<file path="src/rtl/inv_selftest_if.sv">
// Control/status and probe signals shared between the inverter self-test
// checker and its host. The checker side uses the master modport.
interface inv_selftest_if #(
  parameter int ERR_W = 8,
  parameter int IDX_W = 5
);
  logic             start;
  logic             dut_a;
  logic             dut_y;
  logic             busy;
  logic             done;
  logic             pass;
  logic [ERR_W-1:0] err_count;
  logic [IDX_W-1:0] vec_idx;

  modport master (
    input  start,
    input  dut_y,
    output dut_a,
    output busy,
    output done,
    output pass,
    output err_count,
    output vec_idx
  );

  modport slave (
    output start,
    output dut_y,
    input  dut_a,
    input  busy,
    input  done,
    input  pass,
    input  err_count,
    input  vec_idx
  );
endinterface

</file>
<file path="src/rtl/inv_selftest.sv">
// On-chip self-test for a single-bit inverter: applies an alternating 0/1
// stimulus, samples Y after a settle time, and counts mismatches against ~A.
module inv_selftest #(
  parameter int NUM_VECTORS   = 16,
  parameter int SETTLE_CYCLES = 2,
  parameter int ERR_W         = 8,
  parameter int IDX_W         = 5
) (
  input logic           clk,
  input logic           rst_n,
  inv_selftest_if.master bus
);
  localparam int CNT_W = (SETTLE_CYCLES > 1) ? $clog2(SETTLE_CYCLES) : 1;

  localparam logic [1:0] ST_IDLE   = 2'd0;
  localparam logic [1:0] ST_SETTLE = 2'd1;
  localparam logic [1:0] ST_CHECK  = 2'd2;
  localparam logic [1:0] ST_DONE   = 2'd3;

  logic [1:0]       state_r, state_s;
  logic [CNT_W-1:0] cnt_r, cnt_s;
  logic [IDX_W-1:0] idx_r, idx_s, idx_inc_s;
  logic [ERR_W-1:0] err_r, err_s;
  logic             a_r, a_s;
  logic             busy_r, busy_s;
  logic             done_r, done_s;

  // The counter sticks at all-ones so a long failing run never reads as clean.
  function automatic logic [ERR_W-1:0] sat_inc(input logic [ERR_W-1:0] v);
    if (&v) begin
      return v;
    end else begin
      return v + ERR_W'(1);
    end
  endfunction

  assign idx_inc_s = idx_r + IDX_W'(1);

  // Next-state and next-output computation for the run sequencer.
  always_comb begin
    state_s = state_r;
    cnt_s   = cnt_r;
    idx_s   = idx_r;
    err_s   = err_r;
    a_s     = a_r;
    busy_s  = busy_r;
    done_s  = done_r;
    case (state_r)
      ST_IDLE, ST_DONE: begin
        if (bus.start) begin
          state_s = ST_SETTLE;
          cnt_s   = {CNT_W{1'b0}};
          idx_s   = {IDX_W{1'b0}};
          err_s   = {ERR_W{1'b0}};
          a_s     = 1'b0;
          busy_s  = 1'b1;
          done_s  = 1'b0;
        end else begin
          state_s = state_r;
        end
      end
      ST_SETTLE: begin
        if (cnt_r == CNT_W'(SETTLE_CYCLES - 1)) begin
          state_s = ST_CHECK;
        end else begin
          cnt_s = cnt_r + CNT_W'(1);
        end
      end
      ST_CHECK: begin
        if (bus.dut_y != ~a_r) begin
          err_s = sat_inc(err_r);
        end else begin
          err_s = err_r;
        end
        if (idx_r == IDX_W'(NUM_VECTORS - 1)) begin
          state_s = ST_DONE;
          a_s     = 1'b0;
          busy_s  = 1'b0;
          done_s  = 1'b1;
        end else begin
          state_s = ST_SETTLE;
          idx_s   = idx_inc_s;
          a_s     = idx_inc_s[0];
          cnt_s   = {CNT_W{1'b0}};
        end
      end
      default: begin
        state_s = ST_IDLE;
        cnt_s   = {CNT_W{1'b0}};
        idx_s   = {IDX_W{1'b0}};
        err_s   = {ERR_W{1'b0}};
        a_s     = 1'b0;
        busy_s  = 1'b0;
        done_s  = 1'b0;
      end
    endcase
  end

  // State and output registers with synchronous active-low reset.
  always_ff @(posedge clk) begin
    if (!rst_n) begin
      state_r <= ST_IDLE;
      cnt_r   <= {CNT_W{1'b0}};
      idx_r   <= {IDX_W{1'b0}};
      err_r   <= {ERR_W{1'b0}};
      a_r     <= 1'b0;
      busy_r  <= 1'b0;
      done_r  <= 1'b0;
    end else begin
      state_r <= state_s;
      cnt_r   <= cnt_s;
      idx_r   <= idx_s;
      err_r   <= err_s;
      a_r     <= a_s;
      busy_r  <= busy_s;
      done_r  <= done_s;
    end
  end

  assign bus.dut_a     = a_r;
  assign bus.busy      = busy_r;
  assign bus.done      = done_r;
  assign bus.err_count = err_r;
  assign bus.vec_idx   = idx_r;
  assign bus.pass      = done_r & (err_r == {ERR_W{1'b0}});
endmodule
</file>
<file path="src/flat_wrapper.sv">
// flat-port wrapper written by rule: the top's interface ports become plain ports
module inv_selftest_flat 
#(
  parameter int NUM_VECTORS   = 16,
  parameter int SETTLE_CYCLES = 2,
  parameter int ERR_W         = 8,
  parameter int IDX_W         = 5
)
  (clk, rst_n, bus_start, bus_dut_y, bus_dut_a, bus_busy, bus_done, bus_pass, bus_err_count, bus_vec_idx);
  inv_selftest_if #(.ERR_W(ERR_W), .IDX_W(IDX_W)) bus_i ();
  input logic clk;
  input logic rst_n;
  input wire logic [$bits(bus_i.start)-1:0] bus_start;
  input wire logic [$bits(bus_i.dut_y)-1:0] bus_dut_y;
  output wire logic [$bits(bus_i.dut_a)-1:0] bus_dut_a;
  output wire logic [$bits(bus_i.busy)-1:0] bus_busy;
  output wire logic [$bits(bus_i.done)-1:0] bus_done;
  output wire logic [$bits(bus_i.pass)-1:0] bus_pass;
  output wire logic [$bits(bus_i.err_count)-1:0] bus_err_count;
  output wire logic [$bits(bus_i.vec_idx)-1:0] bus_vec_idx;
  assign bus_i.start = bus_start;
  assign bus_i.dut_y = bus_dut_y;
  assign bus_dut_a = bus_i.dut_a;
  assign bus_busy = bus_i.busy;
  assign bus_done = bus_i.done;
  assign bus_pass = bus_i.pass;
  assign bus_err_count = bus_i.err_count;
  assign bus_vec_idx = bus_i.vec_idx;
  inv_selftest #(.NUM_VECTORS(NUM_VECTORS), .SETTLE_CYCLES(SETTLE_CYCLES), .ERR_W(ERR_W), .IDX_W(IDX_W)) u_core (.clk(clk), .rst_n(rst_n), .bus(bus_i));
endmodule
</file>
<file path="config.mk">
export PLATFORM = sky130hd
export DESIGN_NAME = inv_selftest_flat
export DESIGN_NICKNAME = d
export VERILOG_FILES = /design/src/rtl/inv_selftest_if.sv /design/src/rtl/inv_selftest.sv /design/src/flat_wrapper.sv
export SDC_FILE = /design/constraint.sdc
export NUM_CORES = 1
export LEC_CHECK = 0
export ABC_AREA = 1
export CORE_UTILIZATION = 65
export DETAILED_ROUTE_END_ITERATION = 10
export DONT_BUFFER_PORTS = 1
export HOLD_SLACK_MARGIN = 0.15
export PLACE_DENSITY = 0.81
export SYNTH_ARGS = -nofsm -noshare
export SYNTH_HDL_FRONTEND = slang
export SYNTH_SLANG_ARGS = --single-unit
</file>
<file path="constraint.sdc">
create_clock -name clk -period 4 [get_ports clk]
set_clock_uncertainty 0.1 [all_clocks]
set_input_delay 0.4 -clock clk [delete_from_list [all_inputs] [get_ports clk]]
set_output_delay 0.4 -clock clk [all_outputs]
set_load 0.02 [all_outputs]
</file>
# After elaboration in Yosys (flattened, before gate mapping)

Index checks and enable logic that the tools add are counted.

Bitwise operators: 2
Add/sub/neg operators: 3
Equal/unequal tests: 11
Reductions and logical operators: 11
Muxes and demuxes: 22

Operators by type and width:

| cell                                                   | number |
|---|---|
| two-way mux 8 bit                                      | 3 |
| one-hot mux 8 bit (2 select lines)                     | 1 |
| two-way mux 5 bit                                      | 2 |
| one-hot mux 5 bit (2 select lines)                     | 1 |
| adder 8 x 1 -> 8 bit (second input constant)           | 1 |
| zero test 8 bit                                        | 1 |
| AND reduction 8 bit                                    | 1 |
| two-way mux 1 bit                                      | 7 |
| two-way mux 2 bit                                      | 3 |
| inequality test 2 x 1 -> 1 bit (second input constant) | 3 |
| inequality test 2 bit (second input constant)          | 3 |
| one-hot mux 1 bit (2 select lines)                     | 3 |
| one-hot mux 2 bit (3 select lines)                     | 1 |
| AND reduction 2 bit                                    | 3 |
| AND reduction 3 bit                                    | 2 |
| adder 5 x 1 -> 5 bit (second input constant)           | 1 |
| == test 5 x 4 -> 1 bit (second input constant)         | 1 |
| == test 2 bit (second input constant)                  | 2 |
| AND reduction 4 bit                                    | 1 |
| one-hot mux 1 bit (3 select lines)                     | 1 |
| == test 2 x 1 -> 1 bit (second input constant)         | 1 |
| zero test 2 bit                                        | 1 |
| nonzero test 2 bit                                     | 1 |
| OR reduction 2 bit                                     | 1 |
| other kinds (4)                                        | 4 |

Input port bits: 4
Output and inout bits: 17
Bits in registers: 19

# Logic depth before layout (Yosys ltp)

Depth after elaboration: 4
Gate-level depth with buffers: 13
Mapped depth without buffers: 11

# Worst setup path before layout

No wires, ideal clock.

Path kind: register to output
Start point: reg u_core.err_r[0], in the netlist u_core.bus.err_count[0]
End point: out bus_pass
Arrival: 1,369 ps
Setup slack: 2,131 ps
Cell stages (with the launch flop): 5
Data required time: 3,500 ps
Path buffers: 0
Cell sequence: dfxtp_1 -> inv_1 -> ha_1 -> nand4_1 -> nor4_1

Longest elaborated chain between the ends: 2

Ends and longest elaborated chain:

| element                | RTL line            | RTL |
|---|---|---|
| start, declared        | inv_selftest.sv:23  | `logic [ERR_W-1:0] err_r, err_s;` |
| start signal, assigned | inv_selftest.sv:105 | `err_r <= {ERR_W{1'b0}};` |
| start signal, assigned | inv_selftest.sv:113 | `err_r <= err_s;` |
| zero test 8 bit        | inv_selftest.sv:125 | `assign bus.pass = done_r & (err_r == {ERR_W{1'b0}});` |
| AND 1 bit              | inv_selftest.sv:125 |  |
| end, declared          | flat_wrapper.sv:18  | `output wire logic [$bits(bus_i.pass)-1:0] bus_pass;` |

No other way between the ends.

# Final worst setup path

Same ends and word-level chain as after synthesis.

==> parameters.txt <==
Parameter                              Value

CTS
  Clock-pin slew of the registers on the worst-case setup and hold paths ... 110 ps
  Setup bufs post-CTS ... 0
  Number of gates given a new drive strength after cts ... 0
  Clock root buffer ... sky130_fd_sc_hd__clkbuf_4
  Clk buf depth ... 2
  TritonCTS Buffers ... 3
  H-tree depth ... 1
  TritonCTS clock tree ... yes
  CTS sink cnt ... 19
  Clock network latency to the later pin of the worst-skew pair ... 300 ps

Setup path
  Path type of the worst setup path ... flop to primary output
  Largest fanout on the critical path ... 4
  Slowest stage delay, CP ... 680 ps
  Type of origin of the critical path ... flop
  CP arrival ... 1790 ps
  Cells along the critical path ... inv_1 > ha_1 > nand4_1 > nor4_1
  Timing startpoint of the critical path ... u_core.bus.err_count[0]
  Endpoint required time on the critical path ... 3500 ps
  Category of the worst setup path capture point ... primary output
  Master of the slowest instance on the critical path ... sky130_fd_sc_hd__nor4_1
  RR Startpoint ... u_core.bus.vec_idx[0]

Die
  Full die area ... 0.00194 sq mm
  Die width ... 44.1 um
  Initial core utilization ... 0.729
  Num rows ... 14
  Core area ... 0.00158 sq mm
  I/O Pins ... 21
  Die Height ... 44.1 um

Global routing
  M1 GR Usage ... 0.325
  Met2 usage in global routing ... 0.406
  GR peak layer ... met2
  Via count of the first global-routing pass ... 910
  Global-route wire length before repair ... 3600 um
  Overall fraction of global-route tracks in use ... 0.244
  Largest net degree at the start of global routing ... 12
  Sum of overflow across all layers after global routing ... 0
  Antenna violations before repair ... 0
  Met3 Usage GRT ... 0.0449

Drt
  Vias per Instance ... 5.40
  Total length of routed wires ... 2140 um
  Initial DRC Count ... 19
  Overall via count from detail_route ... 1,026
  1st-pass router iterations ... 8
  Count of unresolved DRC violations after routing ... 1
  WL/cell ... 11.3 um
  Antenna-violating nets left ... 0

STA
  Maximum clock rate ... 437 MHz
  Clock period minus final worst setup slack ... 2290 ps
  Final clock period utilization by the worst path ... 0.573
  Max-slew headroom ... 0.420
  Post-layout worst setup margin ... 1710 ps
  Unrepaired setup endpoints after global routing ... no
  # setup viols final ... 0
  Hold Fails Final Rpt ... 0
  Slew of the pin with the lowest slew margin ... 861 ps
  Number of max-slew violations in the final report ... 0
  Final Hold Slack ... 181 ps
  Final setup TNS ... 0 ps

Power and ir drop
  Leakage power figure ... 0.482 nW
  Switching share of total power ... 0.413
  Power per unit of standard cell area ... 439 mW/mm^2
  Total power draw ... 0.000515 W
  Share of total power in the clock network ... 0.192
  Proportion of power drawn by flip-flops and latches ... 0.499
  Cell internal pwr ... 0.000302 W
  Combinational power share ... 0.308
  Switching power ... 0.000212 W
  Maximum ir drop on the vdd rail ... 0.283 mV

Placement
  DPL Wire Length ... 1600 um
  Pre-CTS setup slack ... 2040 ps
  Placer Congestion ... 0.841
  Port Buffers ... 0

Synthesis
  Count of different cell masters after synthesis ... 24
  Number of flip-flops and latches in the synthesized netlist ... 19
  Yosys warning count ... 0
  Mean instance size in the synthesized netlist ... 6.65 sq um
  Gate Count Post-Synth ... 173
  Cell area after synthesis ... 0.00115 sq mm
  Share of the yosys chip area belonging to registers ... 0.331
  Syn_nets ... 185

Cells and area
  Post-layout net count ... 187
  Post-synthesis to final-layout area growth ... 1.96%
  Number of diodes ... 0
  Fraction of final layout cells with drive strength greater than 1 ... 0.0632

Worst hold path
  Hold path start ... rst_n
  Worst min-delay path category ... input pin to flop

Status
  Run status ... finished, violations left
  Failing checks ... design-rule violations

Flow run
  Max-cap violation count ... 0
==> cell usage in the layout (no fill, tap or decap) <==
master                          count
sky130_fd_sc_hd__a21oi_1           12
sky130_fd_sc_hd__a221oi_1           1
sky130_fd_sc_hd__a31oi_1            1
sky130_fd_sc_hd__clkbuf_4           3
sky130_fd_sc_hd__clkinv_1           1
sky130_fd_sc_hd__clkinv_2           1
sky130_fd_sc_hd__dfxtp_1           19
sky130_fd_sc_hd__dlygate4sd3_1      1
sky130_fd_sc_hd__ha_1               8
sky130_fd_sc_hd__inv_1             24
sky130_fd_sc_hd__inv_4              1
sky130_fd_sc_hd__nand2_1           44
sky130_fd_sc_hd__nand2_2            1
sky130_fd_sc_hd__nand2_4            3
sky130_fd_sc_hd__nand3_1           11
sky130_fd_sc_hd__nand3b_1           1
sky130_fd_sc_hd__nand4_1            1
sky130_fd_sc_hd__nor2_1            25
sky130_fd_sc_hd__nor2_2             1
sky130_fd_sc_hd__nor2_4             1
sky130_fd_sc_hd__nor3_1             2
sky130_fd_sc_hd__nor3b_1            1
sky130_fd_sc_hd__nor4_1             1
sky130_fd_sc_hd__o21ai_0           10
==> synthesized netlist by cell type <==
master	instances	area share
sky130_fd_sc_hd__nand2_1	44	0.14
sky130_fd_sc_hd__nor2_1	25	0.082
sky130_fd_sc_hd__inv_1	24	0.078
sky130_fd_sc_hd__dfxtp_1	19	0.33
sky130_fd_sc_hd__a21oi_1	12	0.052
sky130_fd_sc_hd__nand3_1	11	0.048
sky130_fd_sc_hd__o21ai_0	10	0.044
sky130_fd_sc_hd__ha_1	8	0.087
sky130_fd_sc_hd__nand2_4	3	0.029
sky130_fd_sc_hd__buf_6	2	0.020
sky130_fd_sc_hd__nor3_1	2	0.0087
sky130_fd_sc_hd__a221oi_1	1	0.0076
sky130_fd_sc_hd__a31oi_1	1	0.0054
sky130_fd_sc_hd__buf_2	1	0.0043
sky130_fd_sc_hd__buf_4	1	0.0065
sky130_fd_sc_hd__clkinv_1	1	0.0033
sky130_fd_sc_hd__inv_4	1	0.0054
sky130_fd_sc_hd__nand2_2	1	0.0054
sky130_fd_sc_hd__nand3b_1	1	0.0065
sky130_fd_sc_hd__nand4_1	1	0.0054
sky130_fd_sc_hd__nor2_2	1	0.0054
sky130_fd_sc_hd__nor2_4	1	0.0098
sky130_fd_sc_hd__nor3b_1	1	0.0065
sky130_fd_sc_hd__nor4_1	1	0.0054
==> cell type report <==
cell class                 instances  area [sq um]
tap                               16          20.0
inverter                          26           100
fill                             118           404
clock buffer                       3          22.5
sequential                        19           380
timing repair buffer               1          10.0
clock inverter                     1          5.00
multi-input combinational        124           634
==> final timing paths <==
path | depth (start not counted) | slack [ps] | to
worst max-delay path | 4 | 1710 | bus_pass
worst min-delay path | 2 | 180 | u_core.bus.done
worst max register to register | 10 | 2090 | u_core.bus.vec_idx[2]
worst min register to register | 2 | 370 | u_core.cnt_r
==> flip-flops by register name, indices dropped and copies added, names as in the netlist <==
signal / count
u_core.bus.vec_idx: 5
u_core.bus.dut_a: 1
u_core.state_r: 2
u_core.bus.err_count: 8
u_core.cnt_r: 1
u_core.bus.done: 1
u_core.bus.busy: 1
==> stage by stage <==
step                cells  utilization  area (sq um)
finish                190        0.744          1170
global route          190        0.744          1170
CTS                   190        0.744          1170
detailed placement    185        0.720          1130
global placement      185        0.720          1130
floorplan             173            -          1150
==> critical path: cells and delay by family, from the launching register on <==
kind | cells | cell delay, ps
and+or+nand+nor | 2 | 790
DFF | 1 | 410
buffers and inverters | 1 | 150
adders and majority gates | 1 | 160
==> power by group through the flow <==
stage          Clock (W)  Sequential [W]  Combinational [W]
2_1_floorplan          0        0.000256           0.000140
3_3_place_gp           0        0.000260           0.000150
3_5_place_dp           0        0.000261           0.000156
4_1_cts         0.000101        0.000257           0.000158
5_1_grt         0.000107        0.000261           0.000185
6_report       0.0000991        0.000257           0.000159
==> metal layers <==
metal | vias to the layer above | routed length, um | share of wire
met4 | 0 | 12 | 0.0056
met1 | 450 | 982 | 0.46
met2 | 26 | 1030 | 0.48
met3 | 2 | 118 | 0.055
met5 | - | 0 | 0
li1 | 548 | - | -
==> kinds of logic (layout without fill, tap and decap cells) <==
kind of cell	Yosys count	in the layout	share of synthesized area
flops	19	19	0.331
buf+inv	30	31	0.118
compound gates	24	24	0.109
simple gates	92	92	0.356
fa+ha+maj	8	8	0.0871
==> timing repair <==
action / in CTS / in global routing
hold buffers: 1 / 0
hold endpoints to repair: 6 / 0
setup endpoints to repair: 0 / 0
Power figures use the tool's default switching activity.
